--- src/rtl/mem_arb_pkg.sv ---
// mem_arb_pkg: shared types and counter sizing for the memory bus arbiter and its watchdog
package mem_arb_pkg;
    typedef enum logic [1:0] {IDLE, BUSY_I, BUSY_D, RESP} state_t;
    typedef enum logic {OWN_I, OWN_D} owner_t;

    function automatic int cnt_w(input int max);
        return $clog2(max + 1);
    endfunction
endpackage

--- src/rtl/mem_bus_arbiter_if.sv ---
// mem_bus_arbiter_if: fetch port, data port and memory-side signals of the arbiter
interface mem_bus_arbiter_if #(
    parameter int ADDR_WIDTH = 32,
    parameter int DATA_WIDTH = 32
);
    logic                    i_req;
    logic [ADDR_WIDTH-1:0]   i_addr;
    logic [DATA_WIDTH-1:0]   i_rdata;
    logic                    i_ack;
    logic                    d_rd;
    logic                    d_wr;
    logic [ADDR_WIDTH-1:0]   d_addr;
    logic [DATA_WIDTH-1:0]   d_wdata;
    logic [DATA_WIDTH/8-1:0] d_wstrb;
    logic [DATA_WIDTH-1:0]   d_rdata;
    logic                    d_ack;
    logic                    mem_rd;
    logic                    mem_wr;
    logic [ADDR_WIDTH-1:0]   mem_addr;
    logic [DATA_WIDTH-1:0]   mem_wdata;
    logic [DATA_WIDTH/8-1:0] mem_wstrb;
    logic [DATA_WIDTH-1:0]   mem_rdata;
    logic                    mem_ack;
    logic                    bus_err;

    modport slave (
        input  i_req, i_addr, d_rd, d_wr, d_addr, d_wdata, d_wstrb, mem_rdata, mem_ack,
        output i_rdata, i_ack, d_rdata, d_ack, mem_rd, mem_wr, mem_addr, mem_wdata, mem_wstrb, bus_err
    );

    modport master (
        output i_req, i_addr, d_rd, d_wr, d_addr, d_wdata, d_wstrb, mem_rdata, mem_ack,
        input  i_rdata, i_ack, d_rdata, d_ack, mem_rd, mem_wr, mem_addr, mem_wdata, mem_wstrb, bus_err
    );
endinterface

--- src/rtl/arb_watchdog.sv ---
// arb_watchdog: counts enabled cycles and flags the TIMEOUT_CYCLES-th one as expired
module arb_watchdog
    import mem_arb_pkg::*;
#(
    parameter int TIMEOUT_CYCLES = 255
) (
    input  logic clk,
    input  logic reset,
    input  logic clr,
    input  logic en,
    output logic expired
);
    localparam int W = cnt_w(TIMEOUT_CYCLES);
    localparam logic [W-1:0] LAST = W'(TIMEOUT_CYCLES - 1);

    logic [W-1:0] cnt;

    // cnt holds the number of enabled cycles already completed
    assign expired = en && cnt == LAST;

    always_ff @(posedge clk or negedge reset) begin
        if (!reset) cnt <= '0;
        else if (clr) cnt <= '0;
        else if (en && !expired) cnt <= cnt + 1'b1;
    end
endmodule

--- src/rtl/mem_bus_arbiter.sv ---
// mem_bus_arbiter: shares one memory bus between fetch and data ports,
// data first but bounded by a streak limit, with a watchdog abort.
module mem_bus_arbiter
    import mem_arb_pkg::*;
#(
    parameter int ADDR_WIDTH     = 32,
    parameter int DATA_WIDTH     = 32,
    parameter int MAX_D_STREAK   = 4,
    parameter int TIMEOUT_CYCLES = 255
) (
    input logic              clk,
    input logic              reset,
    mem_bus_arbiter_if.slave bus
);
    localparam int SW = cnt_w(MAX_D_STREAK);
    localparam logic [SW-1:0] SMAX = SW'(MAX_D_STREAK);

    state_t                state;
    owner_t                own;
    logic [SW-1:0]         streak;
    logic                  d_grant;
    logic                  wr_grant;
    logic                  busy;
    logic                  expired;
    logic [ADDR_WIDTH-1:0] gnt_addr;
    logic [DATA_WIDTH-1:0] rsp;

    assign d_grant  = (bus.d_rd || bus.d_wr) && !(bus.i_req && streak == SMAX);
    assign wr_grant = d_grant && bus.d_wr;
    assign gnt_addr = d_grant ? bus.d_addr : bus.i_addr;
    assign busy     = state == BUSY_I || state == BUSY_D;
    assign own      = state == BUSY_D ? OWN_D : OWN_I;
    assign rsp      = bus.mem_ack ? bus.mem_rdata : '0;

    arb_watchdog #(.TIMEOUT_CYCLES(TIMEOUT_CYCLES)) u_wd (
        .clk(clk),
        .reset(reset),
        .clr(!busy),
        .en(busy),
        .expired(expired)
    );

    always_ff @(posedge clk or negedge reset) begin
        if (!reset) begin
            state         <= IDLE;
            streak        <= '0;
            bus.mem_rd    <= 1'b0;
            bus.mem_wr    <= 1'b0;
            bus.mem_addr  <= '0;
            bus.mem_wdata <= '0;
            bus.mem_wstrb <= '0;
            bus.i_ack     <= 1'b0;
            bus.d_ack     <= 1'b0;
            bus.i_rdata   <= '0;
            bus.d_rdata   <= '0;
            bus.bus_err   <= 1'b0;
        end else begin
            case (state)
                IDLE: begin
                    // only data grants made while a fetch waits count toward the streak
                    streak <= (bus.i_req && d_grant) ? (streak == SMAX ? streak : streak + 1'b1) : '0;
                    if (d_grant || bus.i_req) begin
                        state         <= d_grant ? BUSY_D : BUSY_I;
                        bus.mem_rd    <= !wr_grant;
                        bus.mem_wr    <= wr_grant;
                        bus.mem_addr  <= gnt_addr;
                        bus.mem_wdata <= wr_grant ? bus.d_wdata : '0;
                        bus.mem_wstrb <= wr_grant ? bus.d_wstrb : '0;
                    end
                end
                BUSY_I, BUSY_D: begin
                    if (bus.mem_ack || expired) begin
                        state       <= RESP;
                        bus.mem_rd  <= 1'b0;
                        bus.mem_wr  <= 1'b0;
                        bus.i_ack   <= own == OWN_I;
                        bus.d_ack   <= own == OWN_D;
                        bus.bus_err <= !bus.mem_ack;
                        if (own == OWN_I) bus.i_rdata <= rsp;
                        else bus.d_rdata <= rsp;
                    end
                end
                default: begin
                    state       <= IDLE;
                    bus.i_ack   <= 1'b0;
                    bus.d_ack   <= 1'b0;
                    bus.bus_err <= 1'b0;
                end
            endcase
        end
    end
endmodule

--- src/flat_wrapper.sv ---
// flat-port wrapper written by rule: the top's interface ports become plain ports
module mem_bus_arbiter_flat import mem_arb_pkg::*;
#(
    parameter int ADDR_WIDTH     = 32,
    parameter int DATA_WIDTH     = 32,
    parameter int MAX_D_STREAK   = 4,
    parameter int TIMEOUT_CYCLES = 255
)
  (clk, reset, bus_i_req, bus_i_addr, bus_d_rd, bus_d_wr, bus_d_addr, bus_d_wdata, bus_d_wstrb, bus_mem_rdata, bus_mem_ack, bus_i_rdata, bus_i_ack, bus_d_rdata, bus_d_ack, bus_mem_rd, bus_mem_wr, bus_mem_addr, bus_mem_wdata, bus_mem_wstrb, bus_bus_err);
  mem_bus_arbiter_if #(.ADDR_WIDTH(ADDR_WIDTH), .DATA_WIDTH(DATA_WIDTH)) bus_i ();
  input logic clk;
  input logic reset;
  input wire logic [$bits(bus_i.i_req)-1:0] bus_i_req;
  input wire logic [$bits(bus_i.i_addr)-1:0] bus_i_addr;
  input wire logic [$bits(bus_i.d_rd)-1:0] bus_d_rd;
  input wire logic [$bits(bus_i.d_wr)-1:0] bus_d_wr;
  input wire logic [$bits(bus_i.d_addr)-1:0] bus_d_addr;
  input wire logic [$bits(bus_i.d_wdata)-1:0] bus_d_wdata;
  input wire logic [$bits(bus_i.d_wstrb)-1:0] bus_d_wstrb;
  input wire logic [$bits(bus_i.mem_rdata)-1:0] bus_mem_rdata;
  input wire logic [$bits(bus_i.mem_ack)-1:0] bus_mem_ack;
  output wire logic [$bits(bus_i.i_rdata)-1:0] bus_i_rdata;
  output wire logic [$bits(bus_i.i_ack)-1:0] bus_i_ack;
  output wire logic [$bits(bus_i.d_rdata)-1:0] bus_d_rdata;
  output wire logic [$bits(bus_i.d_ack)-1:0] bus_d_ack;
  output wire logic [$bits(bus_i.mem_rd)-1:0] bus_mem_rd;
  output wire logic [$bits(bus_i.mem_wr)-1:0] bus_mem_wr;
  output wire logic [$bits(bus_i.mem_addr)-1:0] bus_mem_addr;
  output wire logic [$bits(bus_i.mem_wdata)-1:0] bus_mem_wdata;
  output wire logic [$bits(bus_i.mem_wstrb)-1:0] bus_mem_wstrb;
  output wire logic [$bits(bus_i.bus_err)-1:0] bus_bus_err;
  assign bus_i.i_req = bus_i_req;
  assign bus_i.i_addr = bus_i_addr;
  assign bus_i.d_rd = bus_d_rd;
  assign bus_i.d_wr = bus_d_wr;
  assign bus_i.d_addr = bus_d_addr;
  assign bus_i.d_wdata = bus_d_wdata;
  assign bus_i.d_wstrb = bus_d_wstrb;
  assign bus_i.mem_rdata = bus_mem_rdata;
  assign bus_i.mem_ack = bus_mem_ack;
  assign bus_i_rdata = bus_i.i_rdata;
  assign bus_i_ack = bus_i.i_ack;
  assign bus_d_rdata = bus_i.d_rdata;
  assign bus_d_ack = bus_i.d_ack;
  assign bus_mem_rd = bus_i.mem_rd;
  assign bus_mem_wr = bus_i.mem_wr;
  assign bus_mem_addr = bus_i.mem_addr;
  assign bus_mem_wdata = bus_i.mem_wdata;
  assign bus_mem_wstrb = bus_i.mem_wstrb;
  assign bus_bus_err = bus_i.bus_err;
  mem_bus_arbiter #(.ADDR_WIDTH(ADDR_WIDTH), .DATA_WIDTH(DATA_WIDTH), .MAX_D_STREAK(MAX_D_STREAK), .TIMEOUT_CYCLES(TIMEOUT_CYCLES)) u_core (.clk(clk), .reset(reset), .bus(bus_i));
endmodule
--- config.mk ---
export PLATFORM = sky130hd
export DESIGN_NAME = mem_bus_arbiter_flat
export DESIGN_NICKNAME = d
export VERILOG_FILES = /design/src/rtl/mem_arb_pkg.sv /design/src/rtl/mem_bus_arbiter_if.sv /design/src/rtl/arb_watchdog.sv /design/src/rtl/mem_bus_arbiter.sv /design/src/flat_wrapper.sv
export SDC_FILE = /design/constraint.sdc
export NUM_CORES = 1
export LEC_CHECK = 0
export CAP_MARGIN = 40
export CORE_ASPECT_RATIO = 0.6
export CORE_MARGIN = 2
export CORE_UTILIZATION = 40
export DETAILED_ROUTE_END_ITERATION = 12
export GPL_ROUTABILITY_DRIVEN = 0
export PLACE_DENSITY = 0.81
export SLEW_MARGIN = 20
export SYNTH_ARGS = -nofsm -noshare
export SYNTH_HDL_FRONTEND = slang
export SYNTH_HIERARCHICAL = 1
export SYNTH_SLANG_ARGS = --single-unit
--- constraint.sdc ---
create_clock -name clk -period 4.6 [get_ports clk]
set_input_delay 0.92 -clock clk [delete_from_list [all_inputs] [get_ports clk]]
set_output_delay 0.92 -clock clk [all_outputs]
set_load 0.03 [all_outputs]
* Word-level counts from Yosys, hierarchy flattened
Index checks and enable logic that the tools add are counted.
** Word-level totals
- Input bits :: 138
- Bits in registers :: 150
- Word-level logic and storage cells :: 73
- Output and inout bits :: 137
** Cells by class
- $add $sub $neg :: 2
- Reduce and logical (&&, ||, !) cells :: 24
- Mux-type cells :: 24
- Eq/ne operators :: 8
- Bitwise logic cells :: 2
** Operators with widths (count)
- $mux 32 :: 3
- $mux 8 :: 2
- $pmux 1 s2 :: 5
- $reduce_and 3->1 :: 3
- $add 8x1->8 const B :: 1
- $eq 8x8->1 const B :: 1
- $reduce_and 2->1 :: 4
- $mux 1 :: 7
- $logic_and 1x1->1 :: 6
- $mux 2 :: 3
- $mux 3 :: 2
- $ne 2x1->1 const B :: 3
- $logic_not 1->1 :: 4
- $logic_or 1x1->1 :: 4
- $mux 4 :: 1
- $pmux 2 s2 :: 1
- $add 3x1->3 const B :: 1
- $eq 3x3->1 const B :: 1
- $eq 2x1->1 const B :: 1
- $eq 2x2->1 const B :: 1
- $logic_not 2->1 :: 1
- $ne 2x2->1 const B :: 1
- $not 1->1 :: 2
- $reduce_bool 2->1 :: 1
- $reduce_or 2->1 :: 1

* Logic depth before layout (Yosys ltp)
Gate-level depths: netlist of the first run.
- Word-level depth :: 8
- Gate-level depth with buffers :: 8
- Gate-level depth less buffers :: 7

* Cells and area by module
The synthesis of the first run kept the hierarchy.
** By module, submodules not included
- mem_bus_arbiter :: area each 6133.4 um^2, cells each 510, times used 1, sequential area each 3553.4 um^2
- arb_watchdog :: area each 489.2 um^2, cells each 47, times used 1, sequential area each 200.2 um^2

* Worst setup path before layout of the first run
Ideal clock, no wire load.
- Kind :: reg-to-reg
- Start :: reg u_core.u_wd.cnt[0]
- End :: reg u_core.bus.i_rdata[11]
- Setup time :: 125 ps
- Clock period less this slack :: 2051 ps
- Slack :: 2549 ps
- Buffers on the path :: 1
- Arrival time :: 1926 ps
- Required time :: 4475 ps
- Cell stages (with the launch flop) :: 9
- Path through :: dfrtp_1 > inv_1 > ha_1 > and4_4 > and3_2 > o21ai_2 > nor2_4 > buf_6 > mux2_2
** On the way
- Word-level cells in the longest chain between the ends :: 4
** Ends and longest elaborated chain
- from (decl) :: RTL line arb_watchdog.sv:16 : logic [W-1:0] cnt;
- from (signal assigned) :: RTL line arb_watchdog.sv:24 : else if (en && !expired) cnt <= cnt + 1'b1;
- $eq 8x8->1 :: RTL line arb_watchdog.sv:19 : assign expired = en && cnt == LAST;
- $logic_and 1x1->1 :: RTL line arb_watchdog.sv:19
- via u_core.expired :: RTL line mem_bus_arbiter.sv:24 : logic expired;
- $logic_or 1x1->1 :: RTL line mem_bus_arbiter.sv:72 : if (bus.mem_ack || expired) begin
- $reduce_and 3->1 (no source line)
- to (signal assigned) :: RTL line mem_bus_arbiter.sv:79 : if (own == OWN_I) bus.i_rdata <= rsp;
- to (decl) :: RTL line mem_bus_arbiter_if.sv:28 : output i_rdata, i_ack, d_rdata, d_ack, mem_rd, mem_wr, mem_addr, mem_wdata, mem_wstrb, bus_err
The timed path passes the listed nets, and every way through them passes these cells.
A chain may end at the register's enable or synchronous reset.

* Worst setup path after layout of the first run
- Start :: in bus_i_req
- End :: reg u_core.bus.mem_wdata[26]
** On the way
- Word-level cells in the longest chain between the ends :: 5
- Elaborated cells on any way between the ends :: 7
- Classes of those cells :: mux: 1; reduce/logical: 6
** Ends and longest elaborated chain
- from (decl) :: RTL line flat_wrapper.sv:13 : input wire logic [$bits(bus_i.i_req)-1:0] bus_i_req;
- $logic_and 1x1->1 :: RTL line mem_bus_arbiter.sv:28 : assign d_grant = (bus.d_rd || bus.d_wr) && !(bus.i_req && streak == SMAX);
- $logic_not 1->1 :: RTL line mem_bus_arbiter.sv:28
- $logic_and 1x1->1 :: RTL line mem_bus_arbiter.sv:28
- $logic_and 1x1->1 / $logic_or 1x1->1 (equally long branches) :: RTL line mem_bus_arbiter.sv:29, mem_bus_arbiter.sv:62
- $mux 32 / $reduce_and 2->1 (equally long branches)
- to (signal assigned) :: RTL line mem_bus_arbiter.sv:67 : bus.mem_wdata <= wr_grant ? bus.d_wdata : '0;
- to (decl) :: RTL line mem_bus_arbiter_if.sv:28
Several ways; a longest one is shown, not always the timed one.

==> results of run 1 <==
## cells in the mapped netlist (all sizes together) (2+ instances only)
master	n
and2	27
o31ai	6
dfrtp	150
a22o	36
nand2	13
o21ai	47
and3	7
and4	2
buf	29
a21oi	7
nor3	5
mux2	58
nor2	40
ha	10
o31a	2
a311oi	2
nand3	37
o22ai	2
inv	9
clkbuf	14
a21boi	3
a31oi	33
## path summary, 6_finish.rpt
check / slack [ns] / to / cells after the start
hold / removal: 0.38 / u_core/bus.mem_addr[19] / 1
setup / recovery: 1.93 / u_core/bus.mem_wdata[26] / 5
max in group asynchronous: 3.25 / u_core/bus.d_rdata[29] / 3
hold reg to reg: 0.49 / u_core/bus.d_rdata[14] / 1
min in group clk: 0.49 / u_core/bus.d_rdata[14] / 1
setup reg to reg: 1.93 / u_core/bus.i_rdata[9] / 7
## sequential cells by signal, summed over array words and instances, names as in the netlist
signal,flops
u_core/bus.mem_addr,32
u_core/state,2
u_core/u_wd/cnt,8
u_core/bus.mem_wstrb,4
u_core/bus.mem_wdata,32
u_core/bus.mem_wr,1
u_core/bus.d_rdata,32
u_core/bus.mem_rd,1
u_core/bus.d_ack,1
u_core/bus.bus_err,1
u_core/bus.i_rdata,32
u_core/streak,3
u_core/bus.i_ack,1
## through the flow
stage / power [W] / utilization / hold WS (ns)
after global routing: 0.00762 / 0.623 / 0.388
after detailed placement: 0.00592 / 0.586 / 0.483
after global placement: 0.00580 / 0.580 / 0.463
final: 0.00722 / 0.623 / 0.380
after CTS: 0.00728 / 0.621 / 0.381
after floorplan: 0.00446 / - / 0.515
## area by class of cell
class                   instances  area (sq um)
clock inverters                14           135
inverters                       9          33.8
fillers                      1332          6120
flip-flops and latches        150          3750
well taps                     209           262
repair buffers                287          2930
clock buffers                  17           425
multi-input cells             355          2550
## cell families after synthesis
family                   share of synthesized area
flip-flops                                   0.567
multiplexers                                0.0998
AO/OA/AOI/OAI                                0.153
AND/OR/NAND/NOR                              0.113
adder cells (fa/ha/maj)                     0.0189
buffers and inverters                       0.0480
## power groups by stage
stage	Combinational, W	Clock, W	Sequential (W)
final	0.00372	0.00133	0.00217
after global routing	0.00396	0.00142	0.00225
after CTS	0.00374	0.00136	0.00218
after detailed placement	0.00373	0	0.00219
after global placement	0.00363	0	0.00218
after floorplan	0.00125	0	0.00321
## per-layer routing
layer  track usage  part of all wire  vias up
li1              -                 -     2558
met3        0.0569             0.064       10
met1         0.271              0.46     2620
met2         0.330              0.47      178
met4        0.0482            0.0058        0
met5             0                 0        -
## worst max-delay path, delay by kind of cell
family                 cells  cell delay, ns
and+or+nand+nor            2            0.79
AOI/OAI and AO/OA          1            0.23
buffers and inverters      2            1.01
==> metrics, run 1 <==
status finished clean; EDFF count, synth 0; worst min path class in2async; Initial Utilization 0.408; first drt pass iteration count 4; Leakage 4.33 nW; All-Layer GR Usage 0.203; Fin. Hold Viols 0; I/O Buffers between 200 and 300; Post-CTS Setup Inserts 0; ANT cells 0; global-route wire length before repair 28600 microns; Power Density 715 nW/um^2; Worst path slowest cell clkdlybuf4s50_1; critical path launch point type input port; core footprint approximately 16000 sq um; hold-fix buffer count after cts 0; H-tree depth 4; Arr. time, crit path 2.96 ns; vias per cell between 5 and 6; final setup fails 0; Final #Nets 968; fin. max-slew vios 0; post-synthesis average cell area approximately 12 sq um; Switch Pwr 0.00298 W; critical path, cell by cell clkdlybuf4s50_1, nand3_4, and3_1, buf_4, a22o_1; flop and latch count out of synthesis 150; Syn Inst Count roughly 560; Sink Count 150; Post-Syn Area 6620 sq um; layout cells sized above 1 0.138; Post-CTS Resized 0; pre-CTS setup slack 1.47 ns; Max Cap Viol 0; DRC Markers 0; HPWL after DPL 12500 microns; Starting DRT DRC Count ~320; Distinct cells, synth 54; CTS Buffer Depth 2; unrepaired setup endpoints after global routing no; die height 104 microns; largest net degree at the start of global routing 78; Setup Skew 0.0152 ns; die width 170 microns; routed wire length 17700 microns; type of destination of the critical path flip-flop; Final Critical Period 2.67 ns; TritonCTS Buffers 17; routed len/inst 17.0 microns; placed cell area around 9500 sq um; Area growth, synth to finish 52.4%; register area share after synthesis 0.567; total negative slack 0 ns; initial antenna violation count 0; DIE AREA 17600 sq um; Crit path largest cell delay ~0.76 ns; Root Buffer clkbuf_16; top cells by area, synth dfrtp_1 (57%), mux2_2 (9.2%), a22o_1 (4.8%); Final ANT Viol Nets 0; most frequent cells in the layout clkdlybuf4s50_1 (273), dfrtp_1 (150), mux2_2 (54); clock transition at the registers of the reported paths 0.07 ns; Yosys warning total 6; peak supply drop 0.269 mV; Clk pwr share 0.184; Main synth FF type dfrtp_1; Synthesized Nets 705; Overflow after GRT 0; Switching Share 0.413; worst slew pin tran about 0.55 ns; CTS tree yes; Clock Latency Late Sink 0.42 ns; Reg power frac 0.301; most common cell after layout, fill and taps aside clkdlybuf4s50_1; fin area 10100 sq um; final std cells w/o fill 1041; post-synth top area cell dfrtp_1; I/O Pins 275; post-synth top area share 0.567; Final WS setup 1.93 ns; Slew HR 0.635; Critical R2R Launch u_core/state[1]; Crit. Startpoint bus_i_req; CP max FO 37; placed insts just over 1000; CP Data Required Time 4.89 ns; combinational fraction of design power 0.515; maximum clock frequency ~0.37 GHz; Setup CP Type in2reg; Pint 0.00424 W; post-synthesis async set-or-reset flop share 1.00; fin crit share 0.581; vias in the first global route 5453; via count roughly 5400; FP Rows 36
Note: power is estimated with default switching activity, not from simulation.
==> inputs of run 2 (changes only) <==
clock period = 2.73 ns   (was 4.6 ns; I/O delays follow)
==> metrics, run 2 (synthesized netlist as in run 1, its figures left out) <==
FP Rows 36; CP Data Required Time 3.03 ns; core footprint 16200 sq um; Post-CTS Resized 0; worst r2r dst u_core/bus.i_rdata[10]; I/O Buffers 274; routed len/inst 17.4 microns; CTS tree yes; placed cell area 9520 sq um; Post-CTS Setup Inserts 0; Worst path depth 8; layout cells sized above 1 0.141; Overflow after GRT 0; final setup fails 0; Root Buffer clkbuf_16; ANT cells 0; HPWL after DPL 12900 microns; Arr. time, crit path 2.58 ns; Starting DRT DRC Count 309; Fin. Hold Viols 0; global-route wire length before repair 29200 microns; critical path, cell by cell inv_1, ha_1, and4_4, and3_2, o21ai_2, nor2_4, buf_12, mux2_1; Setup CP Type reg2reg; fin crit share 0.836; most common cell after layout, fill and taps aside clkdlybuf4s50_1; Hold Slack 0.110 ns; Clock Latency Late Sink 0.42 ns; Critical R2R Launch u_core/u_wd/cnt[0]; worst path bufs/invs 2; total negative slack 0 ns; H-tree depth 4; Worst path slowest cell o21ai_2; Final Critical Period 2.28 ns; final std cells w/o fill 1044; initial antenna violation count 0; fin. max-slew vios 0; Power Density 1220 nW/um^2; vias per cell 5.18; peak supply drop 0.510 mV; CP max FO 27; worst slew pin tran 0.629 ns; Initial Utilization 0.408; CTS Buffer Depth 2; DRC Markers 0; via count 5409; vias in the first global route 5498; routed wire length 18200 microns; largest net degree at the start of global routing 66; Final ANT Viol Nets 0; placed insts 1012; All-Layer GR Usage 0.207; die height between 100 and 150 microns; hold-fix buffer count after cts 0; die width 170 microns; clock transition at the registers of the reported paths ~0.07 ns; Setup Skew 0.0214 ns; Max Cap Viol 0; Crit path largest cell delay between 0.4 and 0.5 ns; Area growth, synth to finish 52.6%; most frequent cells in the layout clkdlybuf4s50_1 (273), dfrtp_1 (150), mux2_2 (54); Top delay family on crit path simple AND/OR/NAND/NOR gates; I/O Pins 275; Sink Count 150; maximum clock frequency 0.438 GHz; status finished clean; Slew HR 0.581; critical path launch point type flip-flop; first drt pass iteration count 5; TritonCTS Buffers 17; Final #Nets 970; worst min path class in2async; reg2reg setup slack around 0.45 ns; fin area between 10000 and 15000 sq um; Leakage 4.35 nW; Final Core Density 0.623; Worst Reg-to-Reg Cells 8; unrepaired setup endpoints after global routing no; type of destination of the critical path flip-flop; fill count 1299; DIE AREA 17600 sq um
[run 2: worst max path at each step]
stage	start	to	slack, ns
after floorplan	u_core/u_wd/cnt[0]	u_core/bus.i_rdata[11]	0.68
after global placement	bus_d_wr	u_core/bus.mem_addr[30]	0.35
after detailed placement	bus_d_wr	u_core/bus.mem_addr[5]	0.45
after CTS	u_core/u_wd/cnt[0]	u_core/bus.i_rdata[10]	0.45
after global routing	u_core/u_wd/cnt[0]	u_core/bus.i_rdata[10]	0.32
final	u_core/u_wd/cnt[0]	u_core/bus.i_rdata[10]	0.45
[run 2: power by group]
group,internal (W),switching [W]
combinational,0.00278,0.00352
sequential,0.00316,0.000510
clock,0.00126,0.00106
[run 2: final cells by class]
type / count / area, sq um / share of cell area
Timing Repair Buffer: 289 / 2910 / 0.288
Multi-Input combinational cell: 355 / 2550 / 0.253
Inverter: 9 / 33.8 / 0.00334
Clock inverter: 14 / 151 / 0.0150
Sequential cell: 150 / 3750 / 0.371
Tap cell: 209 / 262 / 0.0259
Clock buffer: 18 / 439 / 0.0434
[run 2: metrics by stage]
| step | worst slack [ns] | total power (W) |
|---|---|---|
| global route | 0.316 | 0.0130 |
| finish | 0.449 | 0.0123 |
| CTS | 0.452 | 0.0124 |
| detailed placement | 0.451 | 0.0100 |
| floorplan | 0.679 | 0.00751 |
| global placement | 0.349 | 0.00986 |
[run 2: routing by layer]
layer,wire length (microns),GRT usage,up-vias
li1,-,-,2553
met1,8340,0.274,2644
met2,8310,0.331,197
met3,1360,0.0657,15
met4,169,0.0507,0
met5,0,0,-
